$ cat src/rtl/decoder_pkg.sv
// Shared constants, FSM state encoding and the code-to-one-hot decode helper
// for the decoder_strobe block.
package decoder_pkg;

  localparam int CODE_W = 3;
  localparam int OUT_W  = 2 ** CODE_W;

  typedef enum logic [1:0] {
    ST_IDLE = 2'd0,
    ST_HOLD = 2'd1,
    ST_GAP  = 2'd2
  } state_e;

  function automatic logic [OUT_W-1:0] decode_onehot(input logic [CODE_W-1:0] code);
    logic [OUT_W-1:0] one;
    one = {{(OUT_W-1){1'b0}}, 1'b1};
    return one << code;
  endfunction

endpackage

$ cat src/rtl/code_fifo.sv
// Synchronous FIFO with occupancy count; rst and flush both empty it at the edge.
// DEPTH must be a power of two so the pointers wrap naturally.
module code_fifo #(
  parameter  int WIDTH = 3,
  parameter  int DEPTH = 4,
  localparam int AW    = (DEPTH > 1) ? $clog2(DEPTH) : 1,
  localparam int CW    = $clog2(DEPTH + 1)
) (
  input  logic             clk,
  input  logic             rst,
  input  logic             flush,
  input  logic             push,
  input  logic             pop,
  input  logic [WIDTH-1:0] wdata,
  output logic [WIDTH-1:0] rdata,
  output logic             full,
  output logic             empty,
  output logic [CW-1:0]    count
);

  logic [WIDTH-1:0] mem_q [DEPTH];
  logic [AW-1:0]    wr_q;
  logic [AW-1:0]    rd_q;
  logic [CW-1:0]    count_q;
  logic [CW-1:0]    count_d;
  logic             do_push_s;
  logic             do_pop_s;

  assign full      = (count_q == CW'(DEPTH));
  assign empty     = (count_q == {CW{1'b0}});
  assign count     = count_q;
  assign rdata     = mem_q[rd_q];
  assign do_push_s = push && !full;
  assign do_pop_s  = pop && !empty;

  always_comb begin
    count_d = count_q;
    case ({do_push_s, do_pop_s})
      2'b10:   count_d = count_q + CW'(1);
      2'b01:   count_d = count_q - CW'(1);
      default: count_d = count_q;
    endcase
  end

  always_ff @(posedge clk) begin
    if (rst || flush) begin
      wr_q    <= {AW{1'b0}};
      rd_q    <= {AW{1'b0}};
      count_q <= {CW{1'b0}};
    end else begin
      if (do_push_s) wr_q <= wr_q + AW'(1);
      if (do_pop_s)  rd_q <= rd_q + AW'(1);
      count_q <= count_d;
    end
  end

  // Storage carries no reset; only slots between the pointers are ever read.
  always_ff @(posedge clk) begin
    if (do_push_s && !rst && !flush) mem_q[wr_q] <= wdata;
  end

endmodule

$ cat src/rtl/decoder_strobe.sv
// Sequential 3-to-8 decoder: queues codes and replays each as a one-hot
// strobe held for HOLD cycles followed by GAP idle cycles.
module decoder_strobe
  import decoder_pkg::*;
#(
  parameter  int DEPTH = 4,
  parameter  int HOLD  = 2,
  parameter  int GAP   = 1,
  localparam int CNT_W = $clog2(DEPTH + 1)
) (
  input  logic              clk,
  input  logic              rst,
  input  logic              Flush,
  input  logic [CODE_W-1:0] Code,
  input  logic              CodeValid,
  output logic              CodeReady,
  output logic [OUT_W-1:0]  Data,
  output logic              DataValid,
  output logic [CNT_W-1:0]  Count,
  output logic              Busy
);

  localparam int HW = (HOLD > 1) ? $clog2(HOLD) : 1;
  localparam int GW = (GAP > 1) ? $clog2(GAP) : 1;

  state_e            state_q, state_d;
  logic [HW-1:0]     hcnt_q, hcnt_d;
  logic [GW-1:0]     gcnt_q, gcnt_d;
  logic [OUT_W-1:0]  data_q, data_d;
  logic              dv_q, dv_d;
  logic              pop_s;
  logic              push_s;
  logic              full_s;
  logic              empty_s;
  logic [CODE_W-1:0] head_s;

  // A full FIFO refuses input even when it pops in the same cycle.
  assign CodeReady = !rst && !Flush && !full_s;
  assign push_s    = CodeValid && CodeReady;
  assign Data      = data_q;
  assign DataValid = dv_q;
  assign Busy      = (state_q != ST_IDLE) || !empty_s;

  code_fifo #(
    .WIDTH (CODE_W),
    .DEPTH (DEPTH)
  ) u_fifo (
    .clk   (clk),
    .rst   (rst),
    .flush (Flush),
    .push  (push_s),
    .pop   (pop_s),
    .wdata (Code),
    .rdata (head_s),
    .full  (full_s),
    .empty (empty_s),
    .count (Count)
  );

  always_comb begin
    state_d = state_q;
    hcnt_d  = hcnt_q;
    gcnt_d  = gcnt_q;
    data_d  = data_q;
    dv_d    = dv_q;
    pop_s   = 1'b0;
    case (state_q)
      ST_IDLE: begin
        if (!empty_s) begin
          pop_s   = 1'b1;
          data_d  = decode_onehot(head_s);
          dv_d    = 1'b1;
          hcnt_d  = HW'(HOLD - 1);
          state_d = ST_HOLD;
        end else begin
          data_d = {OUT_W{1'b0}};
          dv_d   = 1'b0;
        end
      end
      ST_HOLD: begin
        if (hcnt_q == {HW{1'b0}}) begin
          data_d  = {OUT_W{1'b0}};
          dv_d    = 1'b0;
          gcnt_d  = GW'(GAP - 1);
          state_d = ST_GAP;
        end else begin
          hcnt_d = hcnt_q - HW'(1);
        end
      end
      ST_GAP: begin
        if (gcnt_q == {GW{1'b0}}) begin
          // Back-to-back strobes: the next code loads straight out of GAP.
          if (!empty_s) begin
            pop_s   = 1'b1;
            data_d  = decode_onehot(head_s);
            dv_d    = 1'b1;
            hcnt_d  = HW'(HOLD - 1);
            state_d = ST_HOLD;
          end else begin
            state_d = ST_IDLE;
          end
        end else begin
          gcnt_d = gcnt_q - GW'(1);
        end
      end
      default: begin
        data_d  = {OUT_W{1'b0}};
        dv_d    = 1'b0;
        state_d = ST_IDLE;
      end
    endcase
  end

  always_ff @(posedge clk) begin
    if (rst || Flush) begin
      state_q <= ST_IDLE;
      hcnt_q  <= {HW{1'b0}};
      gcnt_q  <= {GW{1'b0}};
      data_q  <= {OUT_W{1'b0}};
      dv_q    <= 1'b0;
    end else begin
      state_q <= state_d;
      hcnt_q  <= hcnt_d;
      gcnt_q  <= gcnt_d;
      data_q  <= data_d;
      dv_q    <= dv_d;
    end
  end

endmodule

$ cat config.mk
export PLATFORM = sky130hd
export DESIGN_NAME = decoder_strobe
export DESIGN_NICKNAME = d
export VERILOG_FILES = /design/src/rtl/decoder_pkg.sv /design/src/rtl/code_fifo.sv /design/src/rtl/decoder_strobe.sv
export SDC_FILE = /design/constraint.sdc
export NUM_CORES = 1
export LEC_CHECK = 0
export ABC_AREA = 1
export BUFFER_PORTS_ARGS = -buffer_cell sky130_fd_sc_hd__buf_2
export CAP_MARGIN = 25
export CORE_ASPECT_RATIO = 0.5
export CORE_MARGIN = 4
export CORE_UTILIZATION = 40
export DETAILED_ROUTE_END_ITERATION = 12
export SLEW_MARGIN = 20
export SYNTH_ARGS = -nofsm -noshare
export SYNTH_HDL_FRONTEND = slang
export SYNTH_SLANG_ARGS = --single-unit
$ cat constraint.sdc
create_clock -name clk -period 2 [get_ports clk]
set_input_delay 0.2 -clock clk [delete_from_list [all_inputs] [get_ports clk]]
set_output_delay 0.2 -clock clk [all_outputs]
set_load 0.01 [all_outputs]
; ---- Yosys cells after proc, flatten, opt, wreduce, memory -nomap -nowiden
; Memory sizes are Yosys's and may differ from the RTL's. A register that Yosys moved wholly into a read port is not among the register bits.
; Index checks and enable logic that the tools add are counted.
[classes]
addsub = 6
eq_ne = 9
shift = 1
mux = 28
reduce_logical = 23
[ops]
columns = op, n
row1 = $mux 8, 4
row2 = $pmux 8 s3, 1
row3 = $mux 1, 12
row4 = $mux 2, 5
row5 = $ne 2x2->1 const B, 4
row6 = $shl 1x3->8 const A, 1
row7 = $logic_and 1x1->1, 7
row8 = $pmux 1 s3, 2
row9 = $pmux 2 s3, 1
row10 = $pmux 3 s2, 1
row11 = $reduce_and 3->1, 2
row12 = $reduce_bool 2->1, 3
row13 = $add 2x1->2 const B, 2
row14 = $eq 2x1->1 const B, 2
row15 = $eq 2x2->1 const B, 2
row16 = $logic_not 1->1, 4
row17 = $pmux 1 s2, 2
row18 = $reduce_and 2->1, 2
row19 = $add 3x1->3 const B, 1
row20 = $eq 3x3->1 const B, 1
row21 = $logic_not 3->1, 1
row22 = $reduce_bool 3->1, 1
row23 = $sub 3x1->3 const B, 1
row24 = $logic_not 2->1, 1
row25 = other kinds (2), 4
[totals]
ff_bits = 20
mem_bits_rw = 12
input_bits = 7
output_inout_bits = 14
word_cells = 76
mem_count = 1
[mem_list]
columns = memory, depth, width, rd, rd_ports_with_merged_regs, wr, line_no
row1 = u_fifo.mem_q, 4, 3, 1, 1, 1, code_fifo.sv:21  ; logic [WIDTH-1:0] mem_q [DEPTH];

; ---- Logic depth before layout (Yosys ltp)
; Gate-level depths: netlist of run 1.
[depth]
ltp_word = 9
mapped_depth = 11
ltp_nobuf = 11

; ---- Modules after synthesis
; A second synthesis of run 1 with hierarchy kept.
[unflattened]
cells_unflattened = 207
area_unflattened_um2 = 1637.8
[modules_own_cells]
columns = module, n_inst, cells_per_inst, area_per_inst_um2, seq_area_each_um2
row1 = code_fifo, 1, 105, 993.5, 540.5
row2 = decoder_strobe, 1, 102, 644.4, 240.2

; ---- Worst setup path after synthesis of run 1
; OpenSTA, ideal clock, no wires.
[synth_timing]
kind = register -> register
startpoint = register u_fifo.count_q[0] (netlist: u_fifo.count[0])
endpoint = register u_fifo.count_q[2] (netlist: u_fifo.count[2])
setup_time_ps = 122
t_arrival_ps = 1750
t_required_ps = 1878
path_slack_ps = 128
stages_incl_launch_ff = 12
n_path_buf = 0
period_less_slack_ps = 1872
cell_sequence = dfxtp_1 > nor2_4 > nand2_4 > inv_2 > nor2_8 > ha_1 > inv_1 > fa_1 > a21oi_1 > o21ai_0 > o21ai_0 > a21oi_1
[synth_between]
elab_chain_cells = 7
elab_cells_between_ends = 17
cone_classes = 2 x add/sub / 3 x eq/ne / 4 x mux / 8 x reduce/logical
[synth_lines]
columns = element, line_no
row1 = from (decl), code_fifo.sv:24  ; logic [CW-1:0] count_q;
row2 = from (signal assigned), code_fifo.sv:49  ; count_q <= {CW{1'b0}};
row3 = from (signal assigned), code_fifo.sv:53  ; count_q <= count_d;
row4 = $logic_not 3->1 (*), code_fifo.sv:30  ; assign empty = (count_q == {CW{1'b0}});
row5 = $mux 1, "decoder_strobe.sv:69, decoder_strobe.sv:93"
row6 = $mux 1, decoder_strobe.sv:91  ; if (gcnt_q == {GW{1'b0}}) begin
row7 = $pmux 1 s2, decoder_strobe.sv:67  ; case (state_q)
row8 = $logic_and 1x1->1 (*), code_fifo.sv:34  ; assign do_pop_s = pop && !empty;
row9 = named net u_fifo.do_pop_s, code_fifo.sv:27  ; logic do_pop_s;
row10 = $eq 2x1->1 or $eq 2x2->1 (tied branches), code_fifo.sv:38  ; case ({do_push_s, do_pop_s})
row11 = $pmux 3 s2 or $reduce_bool 2->1 (tied branches), n/a
; The timed path passes the listed nets; every way through them passes the cells marked *.
; A chain may end at the register's enable or synchronous reset.

; ---- Final worst setup path of run 1
[layout_timing]
startpoint = register u_fifo.count_q[2] (netlist: u_fifo.count[2])
endpoint = register u_fifo.count_q[2] (netlist: u_fifo.count[2])
; The elaborated chain is that of the path after synthesis.

==> results of run 1 <==
[worst max-delay path by stage]
stage / from / cells past startpoint / to
floorplan: u_fifo.count[0]$_SDFFE_PP0P_ / 11 / u_fifo.count[2]$_SDFFE_PP0P_
global placement: u_fifo.count[1]$_SDFFE_PP0P_ / 11 / u_fifo.count[2]$_SDFFE_PP0P_
detailed placement: u_fifo.count[1]$_SDFFE_PP0P_ / 11 / u_fifo.count[2]$_SDFFE_PP0P_
CTS: u_fifo.count[1]$_SDFFE_PP0P_ / 11 / u_fifo.count[2]$_SDFFE_PP0P_
global route: u_fifo.count[2]$_SDFFE_PP0P_ / 11 / u_fifo.count[2]$_SDFFE_PP0P_
finish: u_fifo.count[2]$_SDFFE_PP0P_ / 11 / u_fifo.count[2]$_SDFFE_PP0P_
[stage by stage]
stage	cells	area (µm²)	total power [mW]
after floorplan	173	1510	0.854
after global placement	246	1690	0.902
after detailed placement	246	1690	0.903
after CTS	253	1760	1.36
after global routing	255	1780	1.44
final	255	1780	1.36
[power groups by stage]
stage	sequential, mW	clock, mW	combinational (mW)
after floorplan	0.739	0	0.115
after global placement	0.739	0	0.163
after detailed placement	0.740	0	0.163
after CTS	0.725	0.473	0.164
after global routing	0.728	0.508	0.203
final	0.726	0.455	0.176
[layer usage]
| layer | share of wire, % | vias to the layer above |
|---|---|---|
| li1 | - | 622 |
| met1 | 51 | 530 |
| met2 | 42 | 25 |
| met3 | 5.3 | 5 |
| met4 | 1.7 | 0 |
| met5 | 0 | - |
[kinds of logic (layout without fill, tap and decap cells)]
family                     after synthesis  count (layout)  synth area share, %
AOI/OAI and AO/OA                       30              30                 11.0
adders and majority gates                6               6                 5.48
buffers and inverters                   29              60                 8.06
DFF                                     33              33                 51.8
and+or+nand+nor                         75              75                 23.7
[synthesized netlist by cell type (all sizes together)]
master  count
buf         1
o21ai      10
nor2       15
edfxtp     12
a21oi      20
nor3        1
dfxtp      21
inv        27
clkbuf      1
ha          5
nand3      16
fa          1
nand2      43
[cell type report]
type,count,area [µm²]
Timing Repair Buffer,26,145
Fill cell,369,1740
Multi-Input combinational cell,111,607
Sequential cell,33,785
Tap cell,51,63.8
Clock inverter,1,5.00
Clock buffer,6,72.6
Inverter,27,106
[flip-flops by register name (all words and copies together) (netlist names), named ones only]
| signal | flops |
|---|---|
| u_fifo.wr_q | 2 |
| u_fifo.mem_q | 12 |
| u_fifo.count | 3 |
| Data | 8 |
| u_fifo.rd_q | 2 |
| hcnt_q | 1 |
| state_q | 2 |
| DataValid | 1 |
[what timing repair did]
item,4_1_cts,5_1_grt
resized for setup,0,6
setup endpoints to repair,0,1
setup buffers,0,2
hold buffers,0,0
[placed cells by master (no fill, tap or decap), types with 3 or more instances in the layout]
| cell type | instances |
|---|---|
| o21ai_1 | 6 |
| buf_4 | 6 |
| nand3_1 | 15 |
| dfxtp_1 | 18 |
| ha_1 | 5 |
| nor2_1 | 10 |
| a21oi_1 | 19 |
| inv_2 | 6 |
| clkbuf_8 | 5 |
| o21ai_0 | 3 |
| buf_2 | 20 |
| dfxtp_2 | 3 |
| edfxtp_1 | 12 |
| nand2_1 | 40 |
| inv_1 | 19 |
[worst max-delay path, stage by stage (launching register included)]
cell and delay (ns):
dfxtp_2 0.36, inv_2 0.07, nand2_4 0.08, inv_2 0.06, nor2_8 0.11, ha_1 0.14, inv_1 0.07, fa_2 0.34
a21oi_1 0.14, o21ai_1 0.10, o21ai_1 0.13, a21oi_1 0.05
==> flow_summary.toml, run 1 <==
[status]
status = "complete, no violations"

[clock_tree]
cts_root_buffer = "clkbuf_8"
cts_tree = "built"
clk_pin_slew_ns = 0.07
cts_buffers = 5
clk_latency_ns = 0.28
htree_levels = 2
clock_sinks = 33
clk_path_buf_depth = 2

[worst_setup_path]
r2r_slack_ns = 0.24
cp_max_fo = 4
reg2reg_from = "u_fifo.count[2]$_SDFFE_PP0P_"
critical_path_required_ns = 2.16
r2r_end = "u_fifo.count[2]$_SDFFE_PP0P_"
critPathKind = "flip-flop to flip-flop"
reg2reg_depth = 11
cp-end-kind = "flip-flop"
worst_setup_path_start_kind = "flip-flop"
worstPathArrival_ns = 1.92

[grt]
use_met1_pct = 17.0
grt.total_usage_pct = 12.9
top_usage_layer = "met2"
grt_start_max_net_pins = 12
globalRouteOverflowTotal = 0
grt_use_met2_pct = 18.9
antenna_found_initial = 0
grtUsageMet3_pct = 4.56
grt_pass1_vias = 1088
grt_pass1_wl_mm = 4.74

[sta]
finalSetupViolCount = 0
fin_crit_sh_pct = 87.9
hold_ws_ns = 0.137
rsz0062_at_grt = "false"
max_clock_freq_ghz = 0.569
relSlewSlack_pct = 75.9
skew_ns = 0.00966
slew_viol_final = 0
min_period_ns = 1.76
finalWorstSetupSlack_ns = 0.241
hold_viol_final = 0
tightest_slew_ns = 0.361
timing.setup.tns_ns = 0

[power_and_ir_drop]
leakage_nw = 0.739
ir_worst_vdd_mv = 0.304
switching_share_pct = 25.2
power_frac_seq_pct = 53.5
p_comb_share_pct = 13.0
p_clk_share_pct = 33.5
internal_power_mw = 1.02
p_sw_mw = 0.341
cellPowerDensity_mw_per_mm2 = 761

[detailed_routing]
drt.antenna.violating_nets = 0
drcViolationCount = 0
dr.first_iter.drc_count = 43
vias = 1182
routedWlPerCell_um = 10.8
via_per_inst = 4.64
wl_mm = 2.76
drtPass1Iterations = 4

[die]
die-area_mm2 = 0.00487
fp-row-count = 15
ioPinCount = 21
core-area_mm2 = 0.00353
start_util_pct = 42.7
die_y_um = 51.4
dieWidth_um = 94.8

[logic_synthesis]
yosysUniqueCellTypes = 24
yosys_warnings = 0
synth.avg_cell_area_um2 = 8.71
ys_seq_area_share_pct = 51.8
synth-seq-cells = 33
synth_cells = 173
syn_nets = 186
ys_top_cells_by_area = "dfxtp_1 28%, edfxtp_1 24%, nand2_1 10%"
synth_top_area_share_pct = 27.9
yosysTopAreaCell = "dfxtp_1"
syn_area_mm2 = 0.00151

[worst_hold_path]
worstHoldStart = "Code[2]"
hold_depth = 1
hold_path.class = "primary input to flip-flop"
min_to = "u_fifo.mem_q[0][2]$_DFFE_PP_"

[placement]
dp_slack_ns = 0.0658
port_buffers = 20
dpl.hpwl_mm = 2.13
gp_congestion = 0.759

[layout]
syn_to_final_growth_pct = 18.4
drive_above_1_share_pct = 27.0
antennaDiodeCount = 0
fin_nets = 217
final_util_pct = 50.6

[run]
drv_cap = 0
No activity file was read; power rests on OpenSTA's default activity.
==> run 2: changes to the inputs <==
--- a/config.mk
+++ b/config.mk
@@ -5,13 +5,12 @@
 export SDC_FILE = /design/constraint.sdc
 export NUM_CORES = 1
 export LEC_CHECK = 0
-export ABC_AREA = 1
-export BUFFER_PORTS_ARGS = -buffer_cell sky130_fd_sc_hd__buf_2
 export CAP_MARGIN = 25
-export CORE_ASPECT_RATIO = 0.5
 export CORE_MARGIN = 4
-export CORE_UTILIZATION = 40
+export CORE_UTILIZATION = 60
 export DETAILED_ROUTE_END_ITERATION = 12
+export DONT_BUFFER_PORTS = 1
+export PLACE_DENSITY = 0.76
 export SLEW_MARGIN = 20
 export SYNTH_ARGS = -nofsm -noshare
 export SYNTH_HDL_FRONTEND = slang
==> flow_summary.toml, run 2 <==
[power_and_ir_drop]
p_clk_share_pct = 31.8
switching_share_pct = 24.1
internal_power_mw = 0.870
power_frac_seq_pct = 61.4
p_sw_mw = 0.277
p_comb_share_pct = 6.8
leakage_nw = 0.536
cellPowerDensity_mw_per_mm2 = 722
ir_worst_vdd_mv = 0.598
total_power_mw = 1.15

[sta]
rsz0062_at_grt = "true"
finalSetupViolCount = 1
fin_crit_sh_pct = 103
tightest_slew_ns = 0.259
hold_ws_ns = 0.0288
finalWorstSetupSlack_ns = -0.0621
max_clock_freq_ghz = 0.485
skew_ns = 0.00317
hold_viol_final = 0
timing.setup.tns_ns = -0.0621
min_period_ns = 2.06
slew_viol_final = 0
relSlewSlack_pct = 82.7

[clock_tree]
htree_levels = 2
cts_buffers = 5
clk_path_buf_depth = 2
clock_sinks = 33
clk_latency_ns = 0.33
cts_tree = "built"
cts_root_buffer = "clkbuf_4"
clk_pin_slew_ns = 0.10

[layout]
antennaDiodeCount = 0
largest_register = "u_fifo.mem_q"
nFillCells = 143
mostFrequentLayoutCells = "18 x dfxtp_1, 12 x nand2_1, 12 x edfxtp_1"
fin_nets = 150
largest_reg_flops = 12
final_util_pct = 72.5
syn_to_final_growth_pct = 15.7
drive_above_1_share_pct = 23.2
final_common_cell = "dfxtp_1"

[die]
ioPinCount = 21
fp-row-count = 17
die-area_mm2 = 0.00312
dieWidth_um = 55.9
core-area_mm2 = 0.00219
start_util_pct = 62.7
die_y_um = 55.9

[run]
drv_cap = 0

[detailed_routing]
via_per_inst = 5.70
drtPass1Iterations = 4
routedWlPerCell_um = 15.0
dr.first_iter.drc_count = 39
drt.antenna.violating_nets = 0
wl_mm = 2.49
vias = 947
drcViolationCount = 0

[logic_synthesis]
synth-seq-cells = 33
synth.avg_cell_area_um2 = 11.4
synth_edf_count = 12
ys_seq_area_share_pct = 56.8
syn_area_mm2 = 0.00137
postSynth.asyncResetShare_pct = 0
ys.flop_type = "dfxtp_1"
yosysTopAreaCell = "dfxtp_1"
syn_nets = 134
synth.most_common_cell = "dfxtp_1"
yosys_warnings = 0
yosysUniqueCellTypes = 33
ys_top_cells_by_area = "dfxtp_1 31%, edfxtp_1 26%, ha_1 4.6%"
synth_top_area_share_pct = 30.6
synth_cells = 121
synthTopCellsByCount = "21 x dfxtp_1, 12 x edfxtp_1, 12 x nand2_1"

[worst_setup_path]
worstPathArrival_ns = 2.32
cp_max_fo = 2
critPathKind = "flip-flop to flip-flop"
critical_path_required_ns = 2.26
worst_setup_path_start_kind = "flip-flop"
cp-end-kind = "flip-flop"

[placement]
dp_slack_ns = -0.112
port_buffers = 0
gp_congestion = 0.758
dpl.hpwl_mm = 1.81

[grt]
globalRouteOverflowTotal = 0
grt_pass1_wl_mm = 4.40
grt_pass1_vias = 995
grt_start_max_net_pins = 15
antenna_found_initial = 0
grt.total_usage_pct = 18.5

[worst_hold_path]
hold_path.class = "primary input to flip-flop"

[status]
violations = "negative setup slack"
status = "finished, violations left"
run 2: area by class of cell:
cell class	instances	area, µm²	share of cell area [%]
Inverter	9	36.3	2.28
Timing Repair Buffer	12	97.6	6.14
Sequential cell	33	790	49.7
Multi-Input combinational cell	76	571	35.9
Tap cell	28	35.0	2.20
Clock buffer	5	37.5	2.36
Clock inverter	3	22.5	1.42
run 2: power groups by stage:
stage               clock [mW]  combinational, mW  sequential (mW)
floorplan                    0             0.0462            0.721
global placement             0             0.0634            0.720
detailed placement           0             0.0653            0.720
CTS                      0.377             0.0770            0.704
global route             0.414             0.0873            0.706
finish                   0.364             0.0777            0.704
run 2: stage by stage:
stage / cells / area [µm²]
final: 166 / 1590
after global routing: 166 / 1590
after CTS: 166 / 1590
after detailed placement: 155 / 1480
after global placement: 155 / 1480
after floorplan: 121 / 1390
run 2: worst paths after layout:
kind                                     start                            to  slack, ns  depth (start not counted)
setup / recovery  u_fifo.count[1]$_SDFFE_PP0P_  u_fifo.count[2]$_SDFFE_PP0P_      -0.06                          9
hold / removal                       CodeValid   u_fifo.wr_q[0]$_SDFFE_PP0P_       0.03                          2
setup reg to reg  u_fifo.count[1]$_SDFFE_PP0P_  u_fifo.count[2]$_SDFFE_PP0P_      -0.06                          9
hold reg to reg            hcnt_q$_SDFFE_PP0P_       state_q[1]$_SDFFE_PP0P_       0.47                          1
run 2: layer usage:
metal  track usage (%)  up-vias  part of all wire, %
li1                  -      465                    -
met1              20.2      442                   40
met2              31.1       38                   51
met3              7.42        2                  7.9
met4              9.15        0                  1.1
met5                 0        -                    0
run 2: critical path, stage by stage (launching register included):
cell     delay, ns
dfxtp_2       0.34
or3b_4        0.39
and3_4        0.17
inv_4         0.05
ha_4          0.12
inv_2         0.03
fa_2          0.32
xor2_1        0.15
or3_1         0.30
a21oi_1       0.12
run 2: cell families after synthesis:
logic type / Yosys count / share of synthesized area (%)
compound gates: 24 / 10.7
mux: 4 / 6.19
fa+ha+maj: 6 / 6.01
xor+xnor: 2 / 1.28
simple gates: 40 / 15.8
flops: 33 / 56.8
buf+inv: 12 / 3.28
run 2: what timing repair did:
| item | in CTS | in global routing |
|---|---|---|
| hold buffers | 3 | 0 |
| buffers inserted | 0 | 0 |
| endpoints found under the setup margin | 1 | 1 |
| gates resized for setup | 3 | 1 |
| endpoints found under the hold margin | 12 | 0 |
